<file path="src/rtl/vending_pkg.sv">
// Shared state encoding and helpers for the vending controller.
package vending_pkg;

   localparam logic [1:0] ST_IDLE     = 2'd0;
   localparam logic [1:0] ST_CREDIT   = 2'd1;
   localparam logic [1:0] ST_DISPENSE = 2'd2;
   localparam logic [1:0] ST_CHANGE   = 2'd3;

   localparam int MAX_PROD = 16;
   localparam int MAX_W    = 32;

   function automatic logic is_onehot(input logic [MAX_PROD-1:0] v);
      return (v != '0) && ((v & (v - 16'd1)) == '0);
   endfunction

   // Callers zero-extend their price table to the widest supported shape.
   function automatic logic [MAX_W-1:0] price_slice(input logic [MAX_PROD*MAX_W-1:0] tbl,
                                                    input int idx, input int w);
      logic [MAX_PROD*MAX_W-1:0] sh;
      sh = tbl >> (idx * w);
      return sh[MAX_W-1:0] & ((MAX_W'(1) << w) - MAX_W'(1));
   endfunction

endpackage

</file>
<file path="src/rtl/vending_sel_decode.sv">
// Product button decode: one-hot check, selected index and its price.
module vending_sel_decode
   import vending_pkg::*;
#(
   parameter int N_PROD   = 2,
   parameter int CREDIT_W = 8,
   localparam int IDX_W   = (N_PROD > 1) ? $clog2(N_PROD) : 1
) (
   input  logic [N_PROD-1:0]          sel_btn,
   input  logic [N_PROD*CREDIT_W-1:0] prices,
   output logic                       valid,
   output logic [IDX_W-1:0]           index,
   output logic [CREDIT_W-1:0]        price
);

   logic [MAX_PROD*MAX_W-1:0] prices_ext;
   logic [MAX_PROD-1:0]       sel_ext;

   always_comb begin
      prices_ext = '0;
      prices_ext[N_PROD*CREDIT_W-1:0] = prices;
      sel_ext = '0;
      sel_ext[N_PROD-1:0] = sel_btn;
      index = '0;
      for (int i = 0; i < N_PROD; i++) begin
         if (sel_btn[i]) index = IDX_W'(i);
      end
      price = CREDIT_W'(price_slice(prices_ext, int'(index), CREDIT_W));
      valid = is_onehot(sel_ext) && (price != '0);
   end

endmodule

</file>
<file path="src/rtl/vending_fsm.sv">
// Vending controller: coin credit, priced selection, timed dispense pulse and
// change handshake toward the hopper.
//
// state       | meaning
// ST_IDLE     | no credit held
// ST_CREDIT   | credit > 0, waiting for selection, coin or cancel
// ST_DISPENSE | dispense line held high for DISPENSE_CYCLES cycles
// ST_CHANGE   | change_valid high until change_ack
module vending_fsm
   import vending_pkg::*;
#(
   parameter int N_PROD          = 2,
   parameter int CREDIT_W        = 8,
   parameter int MAX_CREDIT      = 200,
   parameter int DISPENSE_CYCLES = 4
) (
   input  logic                       clk,
   input  logic                       rst_n,
   input  logic                       coin_valid,
   input  logic [CREDIT_W-1:0]        coin_value,
   input  logic [N_PROD-1:0]          sel_btn,
   input  logic                       cancel,
   input  logic [N_PROD*CREDIT_W-1:0] prices,
   output logic [N_PROD-1:0]          dispense,
   output logic                       change_valid,
   output logic [CREDIT_W-1:0]        change_value,
   input  logic                       change_ack,
   output logic [CREDIT_W-1:0]        credit,
   output logic                       coin_reject,
   output logic                       sel_error,
   output logic                       busy
);

   localparam int IDX_W = (N_PROD > 1) ? $clog2(N_PROD) : 1;
   localparam int CNT_W = $clog2(DISPENSE_CYCLES + 1);

   logic [1:0]          state;
   logic [CNT_W-1:0]    disp_cnt;
   logic                sel_prev;
   logic                sel_valid;
   logic [IDX_W-1:0]    sel_idx;
   logic [CREDIT_W-1:0] sel_price;
   logic [N_PROD-1:0]   sel_onehot;
   logic [CREDIT_W:0]   coin_sum;
   logic                sel_any, sel_edge, cancel_hit, coin_ok;

   vending_sel_decode #(.N_PROD(N_PROD), .CREDIT_W(CREDIT_W)) u_decode (
      .sel_btn (sel_btn),
      .prices  (prices),
      .valid   (sel_valid),
      .index   (sel_idx),
      .price   (sel_price)
   );

   // A selection is only evaluated on the press, so a held button cannot
   // repeat sel_error or silently buy once enough coins arrive.
   assign sel_any    = |sel_btn;
   assign sel_edge   = sel_any & ~sel_prev;
   assign sel_onehot = N_PROD'(1) << sel_idx;
   assign coin_sum   = {1'b0, credit} + {1'b0, coin_value};
   assign cancel_hit = cancel && (state == ST_CREDIT);
   assign coin_ok    = !cancel_hit && !sel_edge && (coin_sum <= (CREDIT_W+1)'(MAX_CREDIT));

   always_ff @(posedge clk or negedge rst_n) begin
      if (!rst_n) begin
         state        <= ST_IDLE;
         credit       <= '0;
         dispense     <= '0;
         change_valid <= 1'b0;
         change_value <= '0;
         coin_reject  <= 1'b0;
         sel_error    <= 1'b0;
         busy         <= 1'b0;
         disp_cnt     <= '0;
         sel_prev     <= 1'b0;
      end else begin
         coin_reject <= 1'b0;
         sel_error   <= 1'b0;
         sel_prev    <= sel_any;
         case (state)
            ST_IDLE, ST_CREDIT: begin
               if (cancel_hit) begin
                  change_value <= credit;
                  change_valid <= 1'b1;
                  credit       <= '0;
                  busy         <= 1'b1;
                  state        <= ST_CHANGE;
               end else if (sel_edge) begin
                  if (sel_valid && (credit >= sel_price)) begin
                     credit   <= credit - sel_price;
                     dispense <= sel_onehot;
                     disp_cnt <= CNT_W'(DISPENSE_CYCLES);
                     busy     <= 1'b1;
                     state    <= ST_DISPENSE;
                  end else begin
                     sel_error <= 1'b1;
                  end
               end else if (coin_valid && coin_ok) begin
                  credit <= coin_sum[CREDIT_W-1:0];
                  if (coin_sum != '0) state <= ST_CREDIT;
               end
               if (coin_valid && !coin_ok) coin_reject <= 1'b1;
            end
            ST_DISPENSE: begin
               if (coin_valid) coin_reject <= 1'b1;
               disp_cnt <= disp_cnt - CNT_W'(1);
               if (disp_cnt == CNT_W'(1)) begin
                  dispense <= '0;
                  if (credit != '0) begin
                     change_value <= credit;
                     change_valid <= 1'b1;
                     credit       <= '0;
                     state        <= ST_CHANGE;
                  end else begin
                     busy  <= 1'b0;
                     state <= ST_IDLE;
                  end
               end
            end
            ST_CHANGE: begin
               if (coin_valid) coin_reject <= 1'b1;
               if (change_ack) begin
                  change_valid <= 1'b0;
                  change_value <= '0;
                  busy         <= 1'b0;
                  state        <= ST_IDLE;
               end
            end
            default: state <= ST_IDLE;
         endcase
      end
   end

endmodule

</file>
<file path="config.mk">
export PLATFORM = sky130hd
export DESIGN_NAME = vending_fsm
export DESIGN_NICKNAME = d
export VERILOG_FILES = /design/src/rtl/vending_pkg.sv /design/src/rtl/vending_sel_decode.sv /design/src/rtl/vending_fsm.sv
export SDC_FILE = /design/constraint.sdc
export NUM_CORES = 1
export LEC_CHECK = 0
export BUFFER_PORTS_ARGS = -buffer_cell sky130_fd_sc_hd__buf_2
export CELL_PAD_IN_SITES_DETAIL_PLACEMENT = 1
export CELL_PAD_IN_SITES_GLOBAL_PLACEMENT = 1
export CORE_ASPECT_RATIO = 1.25
export CORE_UTILIZATION = 44
export DETAILED_ROUTE_END_ITERATION = 7
export PLACE_DENSITY = 0.91
export SYNTH_ARGS = -nofsm -noshare
export SYNTH_HDL_FRONTEND = slang
export SYNTH_SLANG_ARGS = --single-unit
</file>
<file path="constraint.sdc">
create_clock -name clk -period 8.7 [get_ports clk]
set_input_delay 2.175 -clock clk [delete_from_list [all_inputs] [get_ports clk]]
set_output_delay 2.175 -clock clk [all_outputs]
set_load 0.1 [all_outputs]
</file>
## Word-level counts from Yosys, hierarchy flattened

Index checks and enable logic that the tools add are counted.
W data, S select, Z words.

| word-level totals | value |
|---|---|
| output and inout bits | 22 |
| register bits after elaboration | 28 |
| input port bits | 31 |
| word-level logic and storage cells | 114 |

| operators by class | value |
|---|---|
| shifts and indexed selects | 2 |
| mux-type cells | 49 |
| reduce and logical (&&, ||, !) cells | 27 |
| $lt $le $gt $ge | 2 |
| eq/ne operators | 17 |
| add/sub/neg operators | 4 |
| bitwise gates (word level) | 3 |

Operators with widths:

| operator | number |
|---|---|
| $mux W8 | 10 |
| $mux W2 | 12 |
| $pmux W8 S3 | 1 |
| $reduce_and A5 Y1 | 4 |
| $and A2 B16 Y16 | 1 |
| $logic_not A16 Y1 | 1 |
| $mux W1 | 16 |
| $ne A2 B2 Y1 const B | 8 |
| $pmux W8 S2 | 1 |
| $reduce_bool A8 Y1 | 2 |
| $shr A16 B4 Y8 | 1 |
| $ne A4 B4 Y1 const B | 3 |
| $add A8 B8 Y9 | 1 |
| $le A9 B8 Y1 const B | 1 |
| $mux W3 | 3 |
| $reduce_bool A9 Y1 | 1 |
| $ge A8 B8 Y1 | 1 |
| $logic_and A1 B1 Y1 | 8 |
| $reduce_and A4 Y1 | 2 |
| $sub A8 B8 Y8 | 1 |
| $ne A3 B3 Y1 const B | 2 |
| $pmux W1 S3 | 2 |
| $pmux W2 S3 | 1 |
| $pmux W3 S2 | 1 |
| other kinds (14) | 20 |

## Logic depth before layout (Yosys ltp)

Gate-level depths: netlist of the first run.

| depth | value |
|---|---|
| depth in word-level cells | 10 |
| depth in mapped cells | 12 |
| gate-level depth less buffers | 11 |

## Modules after synthesis

From an unflattened synthesis of the first run, not the netlist that was laid out.

| second synthesis, totals | value |
|---|---|
| cell total of the unflattened synthesis | 258 |
| area total of the unflattened synthesis | 2294.7 µm² |

Modules (own cells, without submodules):

| module | seq. area each (µm²) | cells an instance | instances | area an instance (µm²) |
|---|---|---|---|---|
| vending_fsm | 700.7 | 240 | 1 | 2115.8 |
| vending_sel_decode | 0.0 | 18 | 1 | 178.9 |

## Worst setup path after synthesis of the first run

OpenSTA, ideal clock, no wires.

| timing path | value |
|---|---|
| path kind | input port to flip-flop |
| start point | in sel_btn[1] |
| end point | reg credit[1] |
| setup slack | 4.058 ns |
| stages | 12 |
| data arrival time | 4.516 ns |
| path buffers | 1 |
| library setup time | 0.126 ns |
| data required time | 8.574 ns |
| path through | buf_4 mux2_2 ha_1 inv_1 fa_1 a211oi_1 o21ai_0 a31oi_1 nor3_1 nor2_2 a21oi_4 mux2_2 |

| between the ends | value |
|---|---|
| cells in the longest elaborated chain, start to end | 8 |
| elaborated cells between the ends (all ways) | 25 |
| classes of those cells | add/sub: 2; order compare: 1; eq/ne: 2; shift: 1; mux: 5; bitwise: 2; reduce/logical: 12 |

Ends and longest elaborated chain:

| item | line | text |
|---|---|---|
| start, declared | vending_fsm.sv:21 | `input logic [N_PROD-1:0] sel_btn,` |
| branches (longest 8 deep; another with $sub A8 B8 Y8) | -- |  |
| end signal, assigned | vending_fsm.sv:90 | `credit <= credit - sel_price;` |
| end signal, assigned | vending_fsm.sv:99 | `credit <= coin_sum[CREDIT_W-1:0];` |
| end, declared | vending_fsm.sv:28 | `output logic [CREDIT_W-1:0] credit,` |

Parallel ways; which one is timed is not known. The select of a mux whose other input is x is not followed.
A chain may end at the register's enable or synchronous reset.

## Worst setup path after layout of the first run

| timing path | value |
|---|---|
| start point | in sel_btn[1] |
| end point | reg credit[5] |

Same word-level chain as after synthesis.

==> results of run 1 <==
-- per-layer routing --
metal  routed length (um)  vias to the layer above  global-route usage [%]
li1                     -                     1029                       -
met1                 2750                     1078                    30.5
met2                 3680                       70                    48.3
met3                  250                       17                    2.61
met4                  172                        0                    9.79
met5                    0                        -                       0
-- layout make-up --
class	instances	area (um^2)	share of cell area [%]
Clock buffer	3	41.3	1.57
Inverter	11	41.3	1.57
Multi-Input combinational cell	198	1500	57.3
Sequential cell	28	701	26.7
Tap cell	62	77.6	2.96
Timing Repair Buffer	52	260	9.91
-- sequential cells by signal, indices dropped and copies added (netlist names) --
signal	flops
busy	1
change_valid	1
change_value	8
coin_reject	1
credit	8
disp_cnt	3
dispense	2
sel_error	1
sel_prev	1
state	2
-- through the flow --
stage          util [%]  cell area (um^2)  cells  setup WS (ns)
2_1_floorplan         -              2290    247           4.06
3_3_place_gp       51.2              2580    351           3.75
3_5_place_dp       51.2              2580    351           3.53
4_1_cts            52.0              2630    354           3.82
5_1_grt            52.0              2630    354           3.57
6_report           52.0              2630    354           3.77
-- cell usage in the layout, fill, tap and decap left out, types with 8 or more instances in the layout --
cell | netlist | final
a22o_1 | 8 | 8
o21ai_0 | 18 | 18
nand2_1 | 16 | 16
inv_1 | 11 | 11
nor2_1 | 17 | 17
mux2i_1 | 10 | 10
a21oi_1 | 13 | 13
dfrtp_1 | 28 | 28
ha_1 | 19 | 19
buf_2 | 0 | 52
mux2_2 | 9 | 9
-- synth_stat cells, types with 4 or more instances --
cell type | instances | area [um^2]
a21o_1 | 4 | 30.0
mux2i_1 | 10 | 100
nor2_1 | 17 | 63.8
dfrtp_1 | 28 | 701
mux2_2 | 9 | 101
or4_1 | 4 | 30.0
ha_1 | 19 | 238
clkbuf_1 | 7 | 26.3
nand2_1 | 16 | 60.1
or2_2 | 4 | 25.0
nor3_1 | 4 | 20.0
inv_1 | 11 | 41.3
a21oi_1 | 13 | 65.1
o21ai_0 | 18 | 90.1
a22o_1 | 8 | 70.1
a31oi_1 | 5 | 31.3
o211ai_1 | 6 | 45.0
a211oi_1 | 4 | 30.0
-- logic make-up (layout without fill, tap and decap cells) --
| logic type | Yosys count | in the layout | synth area share, % |
|---|---|---|---|
| xor+xnor | 6 | 6 | 2.29 |
| buf+inv | 21 | 66 | 3.93 |
| compound gates | 86 | 86 | 27.3 |
| mux | 20 | 20 | 9.43 |
| simple gates | 65 | 65 | 14.4 |
| fa+ha+maj | 21 | 21 | 12.1 |
| flops | 28 | 28 | 30.5 |
-- path summary, 6_finish.rpt --
path / cells past startpoint / endpoint / slack (ns)
max: 12 / credit[5] / 3.77
min: 1 / change_value[3] / 0.52
max reg2reg: 8 / credit[5] / 5.50
min reg2reg: 1 / change_value[3] / 0.52
max in group asynchronous: 1 / credit[5] / 6.39
min in group asynchronous: 1 / change_value[7] / 1.90
==> metrics.md, run 1 <==
| Metric | Value |
|---|---|
| Crit path max fanout | 13 |
| I/O pins | 53 |
| CTS Buffer Depth | 2 |
| Die width | 66.6 um |
| CP Launch Type | primary input |
| Yosys warns | 0 |
| Post-Synthesis Cell Area | 2290 um^2 |
| CTS tree | done |
| Max_slew headroom | 30.9% |
| Failing checks | design-rule violations |
| Kind of critical path | in -> reg |
| Pre-antenna DRT Iters | 8 |
| Root buf cell | clkbuf_8 |
| Critical Path Max Stage Delay | 0.43 ns |
| Largest delay share family, worst path | compound AO/OA/AOI/OAI gates |
| Worst EP arrival | 5.09 ns |
| Max Cap Viol | 0 |
| Synthesized area per cell | 9.29 um^2 |
| Final ANT Viol Nets | 0 |
| Critical Path End Type | flip-flop |
| Post-CTS Hold Buffers | 0 |
| Cells after Synth | 247 |
| IO Port Bufs | 52 |
| Largest net degree at the start of global routing | 29 |
| CTS clk-pin slew, worst paths | 0.10 ns |
| Unrepaired setup endpoints after global routing | no |
| Worst path bufs/invs | 2 |
| Initial DRC count | 104 |
| Outcome | finished, violations left |
| Total grt overflow | 0 |
| Starting Density | 45.5% |
| # rows | 29 |
| Number of global-route vias before repair | 2254 |
| Layout cells sized above 1 | 27.4% |
| Total global-route track usage | 26.1% |
| Fill cell count | 630 |
| Number of synthesized flops with an enable pin | 0 |
| RR Startpoint | credit[0] |
| DRC | 2 |
| Placeable core area | 5040 um^2 |
| Hold WS | 0.517 ns |
| Fin Setup TNS | 0 ns |
| Post-synth ARST share | 100% |
| Tightest Hold Check Type | reg -> reg |
| Fin crit period | 4.93 ns |
| # setup viols final | 0 |
| Critical path cell sequence | buf_2 > mux2_2 > ha_1 > inv_1 > fa_1 > a211oi_1 > o21ai_0 > a31oi_1 > nor3_1 > nor2_2 > a21oi_4 > mux2_2 |
| Fmax | 0.203 GHz |
| Post-CTS Setup Bufs | 0 |
| Min-delay src | change_value[3] |
| Worst-Skew Late Latency | 0.28 ns |
| Antenna fix cells | 0 |
| Wire length after detailed routing | 6860 um |
| First-pass GRT wire length | 10900 um |
| Die area | 5510 um^2 |
| Sink Count | 28 |
| Fin crit share | 56.6% |
| Number of hold violations in the final report | 0 |
| Syn Nets | 299 |
| Synth unique cells | 54 |
| Critical path's most frequent cell | mux2_2 |
| Synth-to-Final Area Change | 14.4% |
| FF+latch count, synth | 28 |
| Initial antenna violation count | 0 |
| DIE HEIGHT | 82.7 um |
| Register area share after synthesis | 30.5% |
| Final GP Congestion | 0.857 |
| H-tree levels | 1 |
| Fin nets | 346 |
| Total number of vias | 2194 |
| Post-DR vias/cell | 6.20 |
| Crit-path slowest cell | nor3_1 |
| Critical path origin | sel_btn[1] |
| Final Skew | 0.00781 ns |
| Detailed placement HPWL | 5510 um |
| Top_reg_cell synth | dfrtp_1 |
| Routed len/inst | 19.4 um |
| Worst slew pin tran | 1.03 ns |
| Required time worst endpoint | 8.86 ns |
| Pins Over Slew Limit | 0 |
| Cts bufs inserted | 3 |
| Cts repair resizes | 0 |
Power of run 1 is not shown: default switching activity piles up to over one toggle a cycle in this logic, so the estimate is an artifact.
==> run 2: changes to the inputs <==
--- a/config.mk
+++ b/config.mk
@@ -5,13 +5,14 @@
 export SDC_FILE = /design/constraint.sdc
 export NUM_CORES = 1
 export LEC_CHECK = 0
+export ABC_AREA = 1
 export BUFFER_PORTS_ARGS = -buffer_cell sky130_fd_sc_hd__buf_2
 export CELL_PAD_IN_SITES_DETAIL_PLACEMENT = 1
 export CELL_PAD_IN_SITES_GLOBAL_PLACEMENT = 1
 export CORE_ASPECT_RATIO = 1.25
-export CORE_UTILIZATION = 44
+export CORE_UTILIZATION = 39
 export DETAILED_ROUTE_END_ITERATION = 7
-export PLACE_DENSITY = 0.91
+export PLACE_DENSITY = 0.86
 export SYNTH_ARGS = -nofsm -noshare
 export SYNTH_HDL_FRONTEND = slang
 export SYNTH_SLANG_ARGS = --single-unit
==> constraint.sdc (replaced) <==
create_clock -name clk -period 4.75 [get_ports clk]
set_input_delay 1.1875 -clock clk [delete_from_list [all_inputs] [get_ports clk]]
set_output_delay 1.1875 -clock clk [all_outputs]
set_load 0.1 [all_outputs]
==> metrics.md, run 2 <==
| Metric | Value |
|---|---|
| Outcome | completed (was finished, violations left) |
| Critical path's most frequent cell | nand2_1 (was mux2_2) |
| Final GP Congestion | 0.844 (was 0.857) |
| Layout cells sized above 1 | 19.0% (was 27.4%) |
| Largest delay share family, worst path | simple AND/OR/NAND/NOR gates (was compound AO/OA/AOI/OAI gates) |
| Cells after Synth | 364 (was 247) |
| Flop pwr share | 20.2% |
| Gate power share | 73.3% |
| Commonest non-fill, non-tap cell in the layout | nand2_1 (was buf_2) |
| IO Port Bufs | 52 (unchanged) |
| Final Skew | 0.00627 ns (was 0.00781 ns) |
| First-pass GRT wire length | 12200 um (was 10900 um) |
| Detailed placement HPWL | 6020 um (was 5510 um) |
| Post-DR vias/cell | 5.11 (was 6.20) |
| Synthesized area per cell | 6.74 um^2 (was 9.29 um^2) |
| VDD IR max | 347 uV |
| FF+latch count, synth | 28 (unchanged) |
| # setup viols final | 0 (unchanged) |
| Pins Over Slew Limit | 0 (unchanged) |
| Yosys warns | 0 (unchanged) |
| CP Launch Type | primary input (unchanged) |
| Kind of critical path | in -> reg (unchanged) |
| Number of hold violations in the final report | 0 (unchanged) |
| Sink Count | 28 (unchanged) |
| Synth-to-Final Area Change | 15.4% (was 14.4%) |
| Routed len/inst | 14.5 um (was 19.4 um) |
| CTS tree | done (unchanged) |
| DIE HEIGHT | 90.7 um (was 82.7 um) |
| Critical path cell sequence | buf_2 > inv_2 > nand2_1 > nand2_1 > ha_1 > inv_1 > fa_1 > nand2_1 > nand2_1 > nand2_1 > nand4_1 > nand3_2 > nand3_2 > nand3_2 > nand2_1 > nand2_1 (was buf_2 > mux2_2 > ha_1 > inv_1 > fa_1 > a211oi_1 > o21ai_0 > a31oi_1 > nor3_1 > nor2_2 > a21oi_4 > mux2_2) |
| Worst EP arrival | 3.41 ns (was 5.09 ns) |
| Post-synth ARST share | 100% (unchanged) |
| Fmax | 0.312 GHz |
| Worst path bufs/invs | 3 (was 2) |
| Hold WS | 0.497 ns (was 0.517 ns) |
| Pleak | 1.60 nW |
| Fin Setup TNS | 0 ns (unchanged) |
| Fin nets | 468 (was 346) |
| Antenna fix cells | 0 (unchanged) |
| Synth unique cells | 33 (was 54) |
| Initial DRC count | 78 (was 104) |
| Crit path max fanout | 13 (unchanged) |
| Max Cap Viol | 0 (unchanged) |
| Critical Path End Type | flip-flop (unchanged) |
| Most common cell in the netlist | nand2_1 (was dfrtp_1) |
| Fin crit share | 67.5% |
| PwrDens | 786 nW/um^2 |
| Syn Nets | 416 (was 299) |
| Commonest cells in the netlist | nand2_1, inv_1, dfrtp_1 (was dfrtp_1, ha_1, o21ai_0) |
| Top_reg_cell synth | dfrtp_1 (unchanged) |
| Biggest registers after layout | change_value: 8 flops, credit: 8 flops, disp_cnt: 3 flops (unchanged) |
| Register area share after synthesis | 28.6% (was 30.5%) |
| Clk pwr share | 6.5% |
| H-tree levels | 1 (unchanged) |
| Root buf cell | clkbuf_8 (unchanged) |
| Post-Synthesis Cell Area | 2450 um^2 (was 2290 um^2) |
| Cts bufs inserted | 3 (unchanged) |
| Post-CTS Hold Buffers | 0 (unchanged) |
| Unrepaired setup endpoints after global routing | no (unchanged) |
| Total global-route track usage | 23.5% (was 26.1%) |
| Total grt overflow | 0 (unchanged) |
| Synth area leaders | dfrtp_1, nand2_1, ha_1, inv_1, nand4_1 (was dfrtp_1, ha_1, mux2_2, mux2i_1, o21ai_0) |
| Area fraction of the dominant cell type after synthesis | 28.6% (was 30.5%) |
| Number of global-route vias before repair | 2640 (was 2254) |
| CTS clk-pin slew, worst paths | 0.09 ns (was 0.10 ns) |
| Worst slew pin tran | 0.598 ns (was 1.03 ns) |
| Placeable core area | 5930 um^2 (was 5040 um^2) |
| Sw frac | 62.9% |
| Commonest cells after routing, fill and taps aside | nand2_1, inv_1, buf_2 (was buf_2, dfrtp_1, ha_1) |
| Required time worst endpoint | 4.96 ns (was 8.86 ns) |
| Initial antenna violation count | 0 (unchanged) |
| Critical Path Max Stage Delay | 0.42 ns (was 0.43 ns) |
| Final ANT Viol Nets | 0 (unchanged) |
| DRC | 0 (was 2) |
| Internal power | 0.826 mW |
| Area leader, netlist | dfrtp_1 (unchanged) |
| Total number of vias | 2540 (was 2194) |
| Crit-path slowest cell | fa_1 (was nor3_1) |
| CTS Buffer Depth | 2 (unchanged) |
| I/O pins | 53 (unchanged) |
| Psw | 1.40 mW |
| Placed insts | 493 (was 351) |
| Wire length after detailed routing | 7190 um (was 6860 um) |
| Cts repair resizes | 0 (unchanged) |
| Post-CTS Setup Bufs | 0 (unchanged) |
| Worst-Skew Late Latency | 0.28 ns (about the same) |
| # rows | 31 (was 29) |
| Starting Density | 41.3% (was 45.5%) |
| Max_slew headroom | 60.1% (was 30.9%) |
| Die area | 6610 um^2 (was 5510 um^2) |
| Non-filler cells in the finished layout | 497 (was 354) |
| Die width | 72.9 um (was 66.6 um) |
| Fin crit period | 3.20 ns |
| Total power | 2.23 mW |
| Largest net degree at the start of global routing | 29 (unchanged) |
| Number of synthesized flops with an enable pin | 0 (unchanged) |
| Pre-antenna DRT Iters | 4 (was 8) |
| Tightest Hold Check Type | reg -> reg (unchanged) |
-- run 2: area by class of cell --
class                   instances  area (um^2)
well taps                      82          103
clock buffers                   4         55.1
flip-flops and latches         28          701
fillers                       828         3100
repair buffers                 53          268
inverters                      61          229
multi-input cells             269         1480
-- run 2: kinds of logic after synthesis --
family	synth area share, %
xor gates and xnor gates	1.43
AOI/OAI and AO/OA	11.6
DFF	28.6
muxes	0.408
and+or+nand+nor	35.4
buffers and inverters	11.3
adders and majority gates	11.3
-- run 2: per-layer routing --
layer	track usage, %	vias up	part of all wire, %
li1	-	1287	-
met1	27.5	1193	41
met2	43.2	47	55
met3	2.46	13	3.3
met4	7.84	0	1.6
met5	0	-	0
-- run 2: metrics by stage --
stage / util, % / worst slack (ns) / instance area [um^2]
floorplan: - / 1.71 / 2450
global placement: 46.8 / 1.42 / 2780
detailed placement: 46.8 / 1.26 / 2780
CTS: 47.7 / 1.55 / 2830
global route: 47.7 / 1.33 / 2830
finish: 47.7 / 1.55 / 2830
-- run 2: worst register-to-register path: stages, from the launching register on --
cell and delay, ns:
dfrtp_1 0.45, ha_1 0.25, fa_1 0.45, xnor2_1 0.24, nand2_1 0.11, nand3_1 0.09
nand3_1 0.08, nand2_1 0.10, nand3_2 0.07, nand2_2 0.19, nand3_2 0.19, nand2_1 0.10
nand2_1 0.06
-- run 2: final timing paths --
| path | cells after the start | from | end | slack [ns] |
|---|---|---|---|---|
| max in group asynchronous | 1 | rst_n | credit[0] | 3.45 |
| setup / recovery | 16 | sel_btn[1] | credit[7] | 1.55 |
| setup reg to reg | 12 | credit[0] | credit[7] | 2.26 |
| min in group asynchronous | 1 | rst_n | change_value[0] | 0.91 |
| hold reg to reg | 2 | dispense[1] | dispense[1] | 0.50 |
| hold / removal | 2 | dispense[1] | dispense[1] | 0.50 |
-- run 2: power by group through the flow --
stage	registers (mW)	clock network (mW)	logic, mW
2_1_floorplan	0.909	0	0.820
3_3_place_gp	0.448	0	1.57
3_5_place_dp	0.455	0	1.63
4_1_cts	0.451	0.149	1.64
5_1_grt	0.463	0.161	1.80
6_report	0.449	0.145	1.63
Power figures use the tool's default switching activity.
==> run 3: changes to the inputs <==
==> constraint.sdc (replaced) <==
create_clock -name clk -period 3.1 [get_ports clk]
set_input_delay 0.775 -clock clk [delete_from_list [all_inputs] [get_ports clk]]
set_output_delay 0.775 -clock clk [all_outputs]
set_load 0.1 [all_outputs]
==> metrics.md, run 3 (same netlist as run 2, synthesis figures left out) <==
| Metric | Value |
|---|---|
| Initial antenna violation count | 0 (unchanged) |
| Cts bufs inserted | 3 (unchanged) |
| Fin crit share | 91.0% |
| CTS tree | done (unchanged) |
| Pleak | 1.63 nW (was 1.60 nW) |
| Layout cells sized above 1 | 19.8% (was 19.0%) |
| Number of hold violations in the final report | 0 (unchanged) |
| Detailed placement HPWL | 6110 um (was 6020 um) |
| Cts repair resizes | 0 (unchanged) |
| Critical path cell sequence | buf_2 > inv_2 > nand2_1 > nand2_1 > ha_1 > inv_1 > fa_1 > nand2_1 > nand2_1 > nand2_1 > nand4_1 > nand3_2 > nand3_2 > nand3_2 > nand2_1 > nand2_1 (unchanged) |
| Tightest Hold Check Type | reg -> reg (unchanged) |
| VDD IR max | 549 uV (was 347 uV) |
| Worst-Skew Late Latency | 0.27 ns (was 0.28 ns) |
| Total global-route track usage | 22.3% (was 23.5%) |
| Placeable core area | 5930 um^2 (unchanged) |
| Root buf cell | clkbuf_8 (unchanged) |
| Total power | 3.49 mW (was 2.23 mW) |
| Crit-path slowest cell | fa_1 (unchanged) |
| Antenna fix cells | 0 (unchanged) |
| Kind of critical path | in -> reg (unchanged) |
| Number of global-route vias before repair | 2539 (was 2640) |
| CP Launch Type | primary input (unchanged) |
| Final GP Congestion | 0.872 (was 0.844) |
| Crit path max fanout | 13 (unchanged) |
| Pre-CTS setup slack | -0.00209 ns (was 1.26 ns) |
| Max Cap Viol | 0 (unchanged) |
| Fmax | 0.354 GHz |
| I/O pins | 53 (unchanged) |
| Sink Count | 28 (unchanged) |
| Fin nets | 472 (was 468) |
| Fin crit period | 2.82 ns |
| Critical Path Max Stage Delay | 0.41 ns (was 0.42 ns) |
| Total number of vias | 2585 (was 2540) |
| Flop pwr share | 19.1% (was 20.2%) |
| IO Port Bufs | 52 (unchanged) |
| Wire length after detailed routing | 7120 um (was 7190 um) |
| Fin Setup TNS | 0 ns (unchanged) |
| Post-CTS Hold Buffers | 0 (unchanged) |
| Sw frac | 61.5% (was 62.9%) |
| Biggest registers after layout | change_value: 8 flops, credit: 8 flops, disp_cnt: 3 flops (unchanged) |
| Outcome | completed (unchanged) |
| Critical path's most frequent cell | nand2_1 (unchanged) |
| Commonest cells after routing, fill and taps aside | nand2_1, inv_1, buf_2 (unchanged) |
| Psw | 2.15 mW (was 1.40 mW) |
| Worst slew pin tran | 0.608 ns (was 0.598 ns) |
| Critical Path End Type | flip-flop (unchanged) |
| Pre-antenna DRT Iters | 4 (unchanged) |
| Final ANT Viol Nets | 0 (unchanged) |
| Final Skew | 0.00445 ns (was 0.00627 ns) |
| Unrepaired setup endpoints after global routing | no (unchanged) |
| Internal power | 1.34 mW (was 0.826 mW) |
| Max_slew headroom | 59.5% (was 60.1%) |
| Clk pwr share | 8.2% (was 6.5%) |
| Fill cell count | 816 (was 828) |
| First-pass GRT wire length | 11500 um (was 12200 um) |
| # rows | 31 (unchanged) |
| Gate power share | 72.7% (was 73.3%) |
| Design Area, Final | 2880 um^2 (was 2830 um^2) |
| Post-CTS Setup Bufs | 0 (unchanged) |
| Initial DRC count | 93 (was 78) |
| Synth-to-Final Area Change | 17.3% (was 15.4%) |
| Final setup margin | 0.278 ns (was 1.55 ns) |
| Starting Density | 41.3% (unchanged) |
| CTS clk-pin slew, worst paths | 0.09 ns (about the same) |
| Die width | 72.9 um (unchanged) |
| DIE HEIGHT | 90.7 um (unchanged) |
| Largest net degree at the start of global routing | 29 (unchanged) |
| Worst EP arrival | 3.04 ns (was 3.41 ns) |
| Die area | 6610 um^2 (unchanged) |
| Placed Area | 2810 um^2 (was 2780 um^2) |
| Required time worst endpoint | 3.31 ns (was 4.96 ns) |
| Pins Over Slew Limit | 0 (unchanged) |
| Post-DR vias/cell | 5.16 (was 5.11) |
| Total grt overflow | 0 (unchanged) |
| Commonest non-fill, non-tap cell in the layout | nand2_1 (unchanged) |
| DRC | 0 (unchanged) |
| PwrDens | 1210 nW/um^2 (was 786 nW/um^2) |
| # setup viols final | 0 (unchanged) |
| Routed len/inst | 14.2 um (was 14.5 um) |
| H-tree levels | 1 (unchanged) |
| CTS Buffer Depth | 2 (unchanged) |
==> run 3: cell count changes in the layout (fill, tap and decap cells not counted) <==
cell,previous run,this run
buf_4,1,5
bufinv_16,0,1
clkbuf_8,4,3
==> run 3: path summary, 6_finish.rpt <==
check | endpoint | slack [ns] | cells past startpoint | from
max in group asynchronous | credit[1] | 2.21 | 1 | rst_n
min reg2reg | dispense[0] | 0.49 | 2 | dispense[0]
min | dispense[0] | 0.49 | 2 | dispense[0]
max | credit[0] | 0.28 | 16 | sel_btn[1]
min in group asynchronous | change_value[2] | 0.50 | 1 | rst_n
max reg2reg | credit[0] | 0.53 | 12 | credit[0]
==> run 3: worst max-delay path, delay by kind of cell <==
| kind | cells | cell delay (ns) |
|---|---|---|
| and+or+nand+nor | 11 | 1.30 |
| adders and majority gates | 2 | 0.56 |
| buffers and inverters | 3 | 0.39 |
==> run 3: cell type report <==
class                           instances  area, um^2  area share [%]
Timing Repair Buffer                   57         298            10.3
Inverter                               61         229            7.96
Multi-Input combinational cell        269        1480            51.3
Sequential cell                        28         701            24.3
Clock buffer                            3        41.3            1.43
Tap cell                               82         103            3.57
Clock inverter                          1        30.0            1.04
==> run 3: layer usage <==
metal  wire length [um]  vias up  GRT usage (%)
li1                   -     1299              -
met1               2900     1233           25.4
met2               3930       44           42.6
met3                153        9           1.56
met4                128        0           6.86
met5                  0        -              0
==> run 3: power groups by stage <==
stage               logic, mW  clock network (mW)  registers (mW)
floorplan                1.26                   0            1.39
global placement         2.45                   0           0.674
detailed placement       2.54                   0           0.679
CTS                      2.55               0.289           0.671
global route             2.77               0.306           0.693
finish                   2.54               0.285           0.669
==> run 3: metrics by stage <==
step	std cells	utilization, %	hold slack [ns]
floorplan	364	-	0.479
global placement	497	47.3	0.465
detailed placement	497	47.3	0.468
CTS	501	48.5	0.492
global route	501	48.5	0.512
finish	501	48.5	0.488
